===== src/rtl/microcpu_io_pkg.sv =====
// ---------------------------------------------------------------------------
// microcpu_io_pkg
// Shared definitions for memory-mapped peripherals on the micro-CPU bus.
// Holds the UART register index constants, the STATUS bit positions and a
// helper that assembles the STATUS byte from its individual flags.
// ---------------------------------------------------------------------------
package microcpu_io_pkg;

    // Register indices decoded from cpu address[1:0]
    localparam logic [1:0] REG_DATA   = 2'd0;
    localparam logic [1:0] REG_STATUS = 2'd1;
    localparam logic [1:0] REG_BAUD   = 2'd2;
    localparam logic [1:0] REG_RSVD   = 2'd3;

    // Bit positions inside the STATUS register
    localparam int STAT_FULL     = 0;
    localparam int STAT_EMPTY    = 1;
    localparam int STAT_BUSY     = 2;
    localparam int STAT_OVERFLOW = 3;

    // Assemble the STATUS byte; the upper nibble always reads as zero
    function automatic logic [7:0] packStatus(input logic full,
                                              input logic empty,
                                              input logic busy,
                                              input logic overflow);
        logic [7:0] s;
        s                = 8'h00;
        s[STAT_FULL]     = full;
        s[STAT_EMPTY]    = empty;
        s[STAT_BUSY]     = busy;
        s[STAT_OVERFLOW] = overflow;
        return s;
    endfunction

endpackage


===== src/rtl/sync_fifo.sv =====
// ---------------------------------------------------------------------------
// sync_fifo
// Single-clock first-in first-out buffer with registered pointers.
//
// Parameters
//   WIDTH  data width in bits
//   DEPTH  number of entries, power of two
//
// Ports
//   clk    system clock, all updates on the rising edge
//   rst    synchronous active-high reset, empties the buffer
//   push   write din into the tail (ignored while full)
//   pop    drop the head entry (ignored while empty)
//   din    write data
//   dout   head entry, valid while empty is low
//   full   no free entries remain
//   empty  no entries stored
// ---------------------------------------------------------------------------
module sync_fifo #(
    parameter int WIDTH = 8,
    parameter int DEPTH = 4
) (
    input  logic             clk,
    input  logic             rst,
    input  logic             push,
    input  logic             pop,
    input  logic [WIDTH-1:0] din,
    output logic [WIDTH-1:0] dout,
    output logic             full,
    output logic             empty
);

    localparam int PTR_W = (DEPTH > 1) ? $clog2(DEPTH) : 1;
    localparam int CNT_W = PTR_W + 1;
    localparam logic [CNT_W-1:0] FULL_COUNT = CNT_W'(DEPTH);

    logic [WIDTH-1:0] mem_q [DEPTH];
    logic [PTR_W-1:0] wrPtr_q, wrPtr_d;
    logic [PTR_W-1:0] rdPtr_q, rdPtr_d;
    logic [CNT_W-1:0] count_q, count_d;
    logic             doPush;
    logic             doPop;

    // Fullness is judged on the registered count, so a push into a full
    // buffer is refused even when the same cycle also pops an entry.
    assign full   = (count_q == FULL_COUNT);
    assign empty  = (count_q == '0);
    assign doPush = push && !full;
    assign doPop  = pop && !empty;
    assign dout   = mem_q[rdPtr_q];

    // Pointers wrap naturally because DEPTH is a power of two; a
    // simultaneous push and pop leaves the count where it was.
    always_comb begin
        wrPtr_d = wrPtr_q;
        rdPtr_d = rdPtr_q;
        count_d = count_q;
        if (doPush) begin
            wrPtr_d = wrPtr_q + 1'b1;
        end
        if (doPop) begin
            rdPtr_d = rdPtr_q + 1'b1;
        end
        case ({doPush, doPop})
            2'b10:   count_d = count_q + 1'b1;
            2'b01:   count_d = count_q - 1'b1;
            default: count_d = count_q;
        endcase
    end

    // Pointer and occupancy registers
    always_ff @(posedge clk) begin
        if (rst) begin
            wrPtr_q <= '0;
            rdPtr_q <= '0;
            count_q <= '0;
        end else begin
            wrPtr_q <= wrPtr_d;
            rdPtr_q <= rdPtr_d;
            count_q <= count_d;
        end
    end

    // Storage needs no reset; stale entries are unreachable once the
    // pointers and count are cleared.
    always_ff @(posedge clk) begin
        if (doPush) begin
            mem_q[wrPtr_q] <= din;
        end
    end

endmodule


===== src/rtl/uart_tx_port.sv =====
// ---------------------------------------------------------------------------
// uart_tx_port
// Memory-mapped UART transmitter for the micro-CPU bus. Bytes written to
// DATA are queued in a small FIFO and shifted out 8N1, LSB first, with a
// programmable bit time of BAUD+1 clock cycles.
//
// Parameters
//   DEPTH    TX FIFO entries (power of two, 2..16)
//   DIV_RST  value loaded into BAUD by reset
//
// Ports
//   clk    system clock shared with cpu and sram
//   rst    synchronous active-high reset
//   sel    decoded chip select, active high
//   addr   register index (0 DATA, 1 STATUS, 2 BAUD, 3 reserved)
//   read   bus direction, 1 = read, 0 = write
//   wdata  write data from the cpu
//   rdata  read data back to the cpu, zero when not selected for a read
//   txd    serial output, idle high
// ---------------------------------------------------------------------------
module uart_tx_port
    import microcpu_io_pkg::*;
#(
    parameter int         DEPTH   = 4,
    parameter logic [7:0] DIV_RST = 8'd3
) (
    input  logic       clk,
    input  logic       rst,
    input  logic       sel,
    input  logic [1:0] addr,
    input  logic       read,
    input  logic [7:0] wdata,
    output logic [7:0] rdata,
    output logic       txd
);

    typedef enum logic [1:0] {
        ST_IDLE,
        ST_START,
        ST_DATA,
        ST_STOP
    } txState_e;

    txState_e   state_q, state_d;
    logic [7:0] baud_q, baud_d;
    logic [7:0] bitCnt_q, bitCnt_d;
    logic [2:0] bitIdx_q, bitIdx_d;
    logic [7:0] shifter_q, shifter_d;
    logic       overflow_q, overflow_d;
    logic       txd_q, txd_d;

    logic       busWrite;
    logic       statusRead;
    logic       pushReq;
    logic       fifoPop;
    logic [7:0] fifoDout;
    logic       fifoFull;
    logic       fifoEmpty;
    logic       bitDone;
    logic [7:0] statusByte;

    assign busWrite   = sel && !read;
    assign statusRead = sel && read && (addr == REG_STATUS);
    assign pushReq    = busWrite && (addr == REG_DATA);
    assign statusByte = packStatus(fifoFull, fifoEmpty,
                                   (state_q != ST_IDLE), overflow_q);

    sync_fifo #(
        .WIDTH (8),
        .DEPTH (DEPTH)
    ) u_fifo (
        .clk   (clk),
        .rst   (rst),
        .push  (pushReq),
        .pop   (fifoPop),
        .din   (wdata),
        .dout  (fifoDout),
        .full  (fifoFull),
        .empty (fifoEmpty)
    );

    // Read mux; DATA is write-only and the reserved slot reads as zero
    always_comb begin
        rdata = 8'h00;
        if (sel && read) begin
            case (addr)
                REG_STATUS: rdata = statusByte;
                REG_BAUD:   rdata = baud_q;
                default:    rdata = 8'h00;
            endcase
        end
    end

    // BAUD register and sticky overflow flag. A push that is refused in
    // the same cycle as a STATUS read keeps the flag set.
    always_comb begin
        baud_d     = baud_q;
        overflow_d = overflow_q;
        if (busWrite && (addr == REG_BAUD)) begin
            baud_d = wdata;
        end
        if (pushReq && fifoFull) begin
            overflow_d = 1'b1;
        end else if (statusRead) begin
            overflow_d = 1'b0;
        end
    end

    // Transmit sequencer. The bit counter is reloaded from BAUD only when
    // a new bit begins, so a BAUD change never shortens the bit in flight.
    // Leaving STOP with data waiting goes straight to START so consecutive
    // frames have no idle gap.
    always_comb begin
        state_d   = state_q;
        bitCnt_d  = bitCnt_q;
        bitIdx_d  = bitIdx_q;
        shifter_d = shifter_q;
        fifoPop   = 1'b0;
        bitDone   = (bitCnt_q == 8'd0);
        case (state_q)
            ST_IDLE: begin
                if (!fifoEmpty) begin
                    fifoPop   = 1'b1;
                    shifter_d = fifoDout;
                    bitCnt_d  = baud_q;
                    state_d   = ST_START;
                end
            end
            ST_START: begin
                if (bitDone) begin
                    bitCnt_d = baud_q;
                    bitIdx_d = 3'd0;
                    state_d  = ST_DATA;
                end else begin
                    bitCnt_d = bitCnt_q - 8'd1;
                end
            end
            ST_DATA: begin
                if (bitDone) begin
                    bitCnt_d = baud_q;
                    if (bitIdx_q == 3'd7) begin
                        state_d = ST_STOP;
                    end else begin
                        bitIdx_d  = bitIdx_q + 3'd1;
                        shifter_d = {1'b0, shifter_q[7:1]};
                    end
                end else begin
                    bitCnt_d = bitCnt_q - 8'd1;
                end
            end
            ST_STOP: begin
                if (bitDone) begin
                    if (!fifoEmpty) begin
                        fifoPop   = 1'b1;
                        shifter_d = fifoDout;
                        bitCnt_d  = baud_q;
                        state_d   = ST_START;
                    end else begin
                        bitCnt_d = 8'd0;
                        state_d  = ST_IDLE;
                    end
                end else begin
                    bitCnt_d = bitCnt_q - 8'd1;
                end
            end
            default: begin
                state_d  = ST_IDLE;
                bitCnt_d = 8'd0;
            end
        endcase
    end

    // The line level is registered from the next state so txd changes
    // exactly on the edge that enters each bit and never glitches.
    always_comb begin
        case (state_d)
            ST_START: txd_d = 1'b0;
            ST_DATA:  txd_d = shifter_d[0];
            default:  txd_d = 1'b1;
        endcase
    end

    // State registers; reset aborts any frame and beats a same-cycle write
    always_ff @(posedge clk) begin
        if (rst) begin
            state_q    <= ST_IDLE;
            baud_q     <= DIV_RST;
            bitCnt_q   <= 8'd0;
            bitIdx_q   <= 3'd0;
            shifter_q  <= 8'h00;
            overflow_q <= 1'b0;
            txd_q      <= 1'b1;
        end else begin
            state_q    <= state_d;
            baud_q     <= baud_d;
            bitCnt_q   <= bitCnt_d;
            bitIdx_q   <= bitIdx_d;
            shifter_q  <= shifter_d;
            overflow_q <= overflow_d;
            txd_q      <= txd_d;
        end
    end

    assign txd = txd_q;

endmodule

===== config.mk =====
export PLATFORM = sky130hd
export DESIGN_NAME = uart_tx_port
export DESIGN_NICKNAME = d
export VERILOG_FILES = /design/src/rtl/microcpu_io_pkg.sv /design/src/rtl/sync_fifo.sv /design/src/rtl/uart_tx_port.sv
export SDC_FILE = /design/constraint.sdc
export NUM_CORES = 1
export LEC_CHECK = 0
export CAP_MARGIN = 5
export CORE_ASPECT_RATIO = 1.1
export CORE_UTILIZATION = 59
export CTS_BUF_LIST = sky130_fd_sc_hd__clkbuf_8 sky130_fd_sc_hd__clkbuf_16
export DETAILED_ROUTE_END_ITERATION = 8
export MAX_ROUTING_LAYER = met4
export PLACE_DENSITY = 0.9
export SYNTH_ARGS = -nofsm -noshare
export SYNTH_HDL_FRONTEND = slang
export SYNTH_HIERARCHICAL = 1
export SYNTH_SLANG_ARGS = --single-unit

===== constraint.sdc =====
create_clock -name clk -period 3.32 [get_ports clk]
set_input_delay 0.83 -clock clk [delete_from_list [all_inputs] [get_ports clk]]
set_output_delay 0.83 -clock clk [all_outputs]
set_load 0.03 [all_outputs]

# Yosys cells after proc, flatten, opt, wreduce, memory -nomap -nowiden
# Memories as Yosys holds them, arrays and structs flattened. A register that Yosys moved wholly into a read port is not among the register bits.
# Cells that the tools add are included.
dict set report totals {
  regBits 38
  output_inout_bits 9
  in_bits 14
  wordCells 91
  mem_count 1
  ram_bits 32
}
dict set report op_classes {
  mux 34
  n_addsub 6
  n_reduce_logical 23
  n_eq_ne 16
}
# memory words word_bits read_ports rd_ports_with_merged_regs wr line_no
set mem_list {}
lappend mem_list {u_fifo.mem_q 4 8 1 1 1 sync_fifo.sv:37} ;# logic [WIDTH-1:0] mem_q [DEPTH];
# op n
set op_table {}
lappend op_table {{$mux W8} 9}
lappend op_table {{$pmux W8 S3} 2}
lappend op_table {{$pmux W8 S2} 1}
lappend op_table {{$mux W2} 7}
lappend op_table {{$pmux W3 S2} 2}
lappend op_table {{$eq A2 B2 Y1 const B} 5}
lappend op_table {{$ne A2 B2 Y1 const B} 5}
lappend op_table {{$mux W3} 3}
lappend op_table {{$eq A2 B1 Y1 const B} 4}
lappend op_table {{$logic_and A1 B1 Y1} 8}
lappend op_table {{$logic_not A8 Y1} 1}
lappend op_table {{$pmux W2 S4} 1}
lappend op_table {{$reduce_and A4 Y1} 2}
lappend op_table {{$reduce_bool A2 Y1} 4}
lappend op_table {{$sub A8 B1 Y8 const B} 1}
lappend op_table {{$mux W1} 7}
lappend op_table {{$add A3 B1 Y3 const B} 2}
lappend op_table {{$eq A3 B3 Y1 const B} 2}
lappend op_table {{$add A2 B1 Y2 const B} 2}
lappend op_table {{$logic_not A2 Y1} 2}
lappend op_table {{$pmux W1 S2} 2}
lappend op_table {{$logic_not A1 Y1} 3}
lappend op_table {{$logic_not A3 Y1} 1}
lappend op_table {{$reduce_bool A3 Y1} 1}
lappend op_table {{other kinds (2)} 2}

# Logic depth before layout (Yosys ltp)
dict set report depth {
  ltp_word 7
  depth_mapped 13
  ltp_nobuf 13
}

# Hierarchy
# Netlist, hierarchy kept.
# module instances area_each_um2 cells_each seq_area_each_um2
set by_module_without_submodules {}
lappend by_module_without_submodules {uart_tx_port 1 1973.1 237 620.6}
lappend by_module_without_submodules {sync_fifo 1 1635.3 96 1141.1}

# Worst setup path after synthesis
# Ideal clock, no wire load.
dict set report synth_path {
  path_type {register to register}
  from {reg bitCnt_q[0]}
  to {reg u_fifo.count_q[2]}
  stages_incl_launch_ff 14
  n_path_buf 0
  synth_period_minus_slack_ns 3.035
  arrival_ns 2.965
  slack_ns 0.285
  cell_sequence {dfxtp_1 -> inv_1 -> ha_1 -> nor3b_1 -> a31oi_1 -> nor3_1 -> o31ai_2 -> inv_1 -> ha_1 -> inv_1 -> fa_1 -> xor2_1 -> or3_1 -> a21oi_1}
}
dict set report synth_between {
  elab_chain_cells 6
}
# item line_no
set synth_rtl {}
lappend synth_rtl {{from (decl)} uart_tx_port.sv:46} ;# logic [7:0] bitCnt_q, bitCnt_d;
lappend synth_rtl {{from (signal assigned)} uart_tx_port.sv:196} ;# bitCnt_q <= bitCnt_d;
lappend synth_rtl {{$logic_not A8 Y1 *} uart_tx_port.sv:119} ;# bitDone = (bitCnt_q == 8'd0);
lappend synth_rtl {{$mux W1 *} uart_tx_port.sv:152} ;# if (bitDone) begin
lappend synth_rtl {{$pmux W1 S2 *} uart_tx_port.sv:120} ;# case (state_q)
lappend synth_rtl {{via fifoPop} uart_tx_port.sv:55} ;# logic fifoPop;
lappend synth_rtl {{$logic_and A1 B1 Y1 *} sync_fifo.sv:49} ;# assign doPop = pop && !empty;
lappend synth_rtl {{via u_fifo.doPop} sync_fifo.sv:42} ;# logic doPop;
lappend synth_rtl {{$eq A2 B1 Y1 or $eq A2 B2 Y1 (tied branches)} sync_fifo.sv:64} ;# case ({doPush, doPop})
lappend synth_rtl {{$pmux W3 S2 or $reduce_bool A2 Y1 (tied branches)} n/a}
lappend synth_rtl {{to (signal assigned)} sync_fifo.sv:80} ;# count_q <= count_d;
lappend synth_rtl {{to (decl)} sync_fifo.sv:40} ;# logic [CNT_W-1:0] count_q, count_d;
# Mark *: on every way through the listed nets, which the timed path passes. The rest lies on a longest branch.
# A chain may end at the register's enable or synchronous reset.

# Final worst setup path
dict set report layout_path {
  from {in addr[0]}
  to {out rdata[7]}
}
dict set report layout_between {
  elab_chain_cells 3
}
# item line_no
set layout_rtl {}
lappend layout_rtl {{from (decl)} uart_tx_port.sv:30} ;# input logic [1:0] addr,
lappend layout_rtl {{$eq A2 B2 Y1 or $eq A2 B1 Y1 (tied branches)} uart_tx_port.sv:86} ;# case (addr)
lappend layout_rtl {{$pmux W8 S2 *} uart_tx_port.sv:86}
lappend layout_rtl {{$mux W8 *} uart_tx_port.sv:85} ;# if (sel && read) begin
lappend layout_rtl {{to (decl)} uart_tx_port.sv:33} ;# output logic [7:0] rdata,
# Mark *: on every way between the ends. The rest lies on a longest branch, timed or not.

==> impl_metrics.py <==
metrics = {
    "timing": {
        "maxSlewHeadroom_pct": 57.32,
        "hold_viol": 0,
        "skew_ps": 9.426,
        "worstMarginPinSlew_ps": 632.0,
        "fin_crit_sh_pct": 90.55,
        "fin_crit_ps": 3006,
        "fin_setup_tns_ps": 0,
        "fmax_mhz": 332.6,
        "rsz0062_at_grt": "no",
        "maxSlewViolCount": 0,
        "setup_viol": 0,
    },
    "worst_setup_path": {
        "worstPathMaxFanout": 6,
        "crit_path_end_kind": "output pin",
        "required_ps": 2490,
        "crit_arrival_ps": 2180,
        "regToRegStartpoint": "bitCnt_q[0]",
        "critPathKind": "primary input to output pin",
        "reg2regPathDepth": 13,
        "r2r-end": "u_fifo/count_q[2]",
        "cp-start-kind": "primary input",
        "reg2reg_slack_ps": 340,
    },
    "status": {
        "outcome": "finished, final reports clean",
    },
    "clock_tree": {
        "cts_hold_buf": 0,
        "cts_htree_levels": 3,
        "cts_made_buffers": 9,
        "clock_latency_ps": 350,
        "cts_tree": "yes",
        "ctsResizeCount": 0,
        "clkTransAtPathRegs_ps": 70,
        "post_cts_buffers": 0,
        "cts-root-buf": "clkbuf_8",
        "cts_max_path_buffers": 2,
        "cts_sinks": 72,
    },
    "finish": {
        "final_cell_mix": "40 x dfxtp_1, 33 x nor2_1, 32 x edfxtp_1",
        "nNetsFinal": 386,
        "drive_gt1_share_pct": 13.37,
        "syn_to_final_growth_pct": 12.73,
        "antenna_cells": 0,
        "final_area_mm2": 0.004068,
        "final_common_cell": "dfxtp_1",
    },
    "power": {
        "p_per_area_mw_per_mm2": 596.0,
        "peakVddDrop_mv": 0.3535,
        "leakage_nw": 1.534,
        "power.total_w": 0.002424,
    },
    "place": {
        "gp_congestion": 0.8973,
        "dp_hpwl_um": 5031,
        "port-buffer-count": 22,
        "postPlaceCellArea_mm2": 0.003871,
    },
    "detailed_routing": {
        "wl_per_cell_um": 17.14,
        "met2_length_um": 3850,
        "top_layer": "met4",
        "met3_length_um": 230,
        "wirelength_um": 7472,
        "drt-met1-wl_um": 3254,
        "via_per_inst": 6.128,
        "drtAntennaViolNets": 0,
        "first_pass_iters": 4,
        "first_iter_violations": 302,
        "route.vias.total": 2672,
        "drc": 0,
    },
    "yosys": {
        "syn_area_mm2": 0.003608,
        "synthCells": 333,
        "async_reset_ff_share_pct": 0,
        "ys.flop_type": "dfxtp_1",
        "ys_ff_latch": 72,
        "synth_seq_area_share_pct": 48.82,
        "synth_edf_count": 32,
        "synth.distinct_cells": 54,
        "syn_avg_cell_area_um2": 10.84,
        "synth_warnings": 6,
        "syn-num-nets": 365,
    },
    "floorplanning": {
        "rows": 29,
        "initial_core_util_pct": 61.77,
        "dieHeight_um": 84.02,
        "io_pins": 23,
        "die_area_mm2": 0.006433,
        "core_area_mm2": 0.005842,
        "die_w_um": 76.57,
    },
    "global_route": {
        "grt_max_degree": 32,
        "grt-ovfl-total": 0,
        "track_usage_pct": 25.38,
        "antenna_found_initial": 0,
        "grt_pass1_vias": 2548,
        "grt_pass1_wl_um": 12260,
    },
    "hold_path": {
        "min_to": "bitIdx_q[0]",
        "min_path_cells": 2,
        "worstHoldStart": "bitIdx_q[0]",
        "hold_class": "register to register",
    },
    "job": {
        "drv_cap": 0,
    },
}
worst max-delay path, stage by stage:
cell	delay (ps)
clkdlybuf4s50_1	490
inv_1	70
ha_1	260
and3_1	200
and2_1	170
buf_4	160
layout make-up:
type                            instances  area [um2]
Clock inverter                          7       72.57
Timing Repair Buffer                   28       245.2
Clock buffer                            9       123.9
Multi-Input combinational cell        223        1693
Sequential cell                        72        1762
Fill cell                             411        1774
Inverter                               20       75.07
Tap cell                               77       96.34
worst max path at each step:
stage,from,endpoint,cells past startpoint
2_1_floorplan,bitCnt_q[0],u_fifo/count_q[2],13
3_3_place_gp,addr[0],u_fifo/count_q[2],14
5_1_grt,bitCnt_q[0],u_fifo/count_q[2],13
4_1_cts,addr[0],rdata[7],6
6_report,addr[0],rdata[7],6
3_5_place_dp,addr[0],u_fifo/count_q[2],14
registers in the layout, indices dropped and copies added, names as in the netlist, named ones only:
| signal | cells |
|---|---|
| shifter_q | 8 |
| state_q | 2 |
| u_fifo/rdPtr_q | 2 |
| baud_q | 8 |
| txd | 1 |
| bitCnt_q | 8 |
| u_fifo/count_q | 3 |
| u_fifo/mem_q | 32 |
| u_fifo/wrPtr_q | 2 |
| overflow_q | 1 |
| bitIdx_q | 3 |
cells in the mapped netlist (2+ instances only):
library cell  count  share of area [%]
dfxtp_1          40                 22
nor2_1           33                3.4
edfxtp_1         32                 27
inv_1            20                2.1
a21oi_1          19                2.6
mux2i_1          19                5.3
ha_1             17                5.9
nand2_1          15                1.6
o21ai_0          15                2.1
and2_1           11                1.9
clkbuf_1         10                1.0
a22oi_1           9                1.9
mux4_2            8                5.0
a2bb2oi_1         6                1.5
or4_1             6                1.2
nand3_1           5               0.69
or3_1             5               0.87
buf_1             4               0.42
o41ai_1           4               0.97
a31oi_1           3               0.52
and3_1            3               0.52
buf_2             3               0.42
nand2b_1          3               0.52
nor3_1            3               0.42
nor3b_1           3               0.62
xor2_1            3               0.73
a211oi_1          2               0.42
a32oi_1           2               0.49
nand3b_1          2               0.42
o311ai_1          2               0.49
or2_2             2               0.35
xnor2_1           2               0.49
cell families after synthesis:
| kind of cell | Yosys count | synth area share (%) |
|---|---|---|
| AND/OR/NAND/NOR | 100 | 15.12 |
| XOR/XNOR | 5 | 1.214 |
| AO/OA/AOI/OAI | 73 | 13.87 |
| adder cells (fa/ha/maj) | 18 | 6.449 |
| flip-flops | 72 | 48.82 |
| buffers and inverters | 38 | 4.265 |
| multiplexers | 27 | 10.26 |
metal layers:
layer | global-route usage [%] | up-vias
li1 | - | 1270
met1 | 30.58 | 1331
met3 | 3.607 | 14
met5 | - | -
met2 | 41.93 | 57
met4 | 12.24 | 0
report_power, final:
group / internal [W] / leakage, nW / switching, W / total (W)
Combinational: 0.000301 / 0.821 / 0.000409 / 0.000710
Sequential: 0.000970 / 0.612 / 0.0000594 / 0.00103
Clock: 0.000348 / 0.101 / 0.000337 / 0.000685
metrics by stage:
step	hold slack (ps)	worst slack (ps)	instances	utilization [%]
after detailed placement	480.7	67.81	420	66.27
final	487.1	313.7	436	69.63
after floorplan	444.0	285.1	333	-
after CTS	490.1	325.9	436	69.63
after global placement	452.9	165.4	420	66.27
after global routing	506.4	112.6	436	69.63
Power figures use the tool's default switching activity.
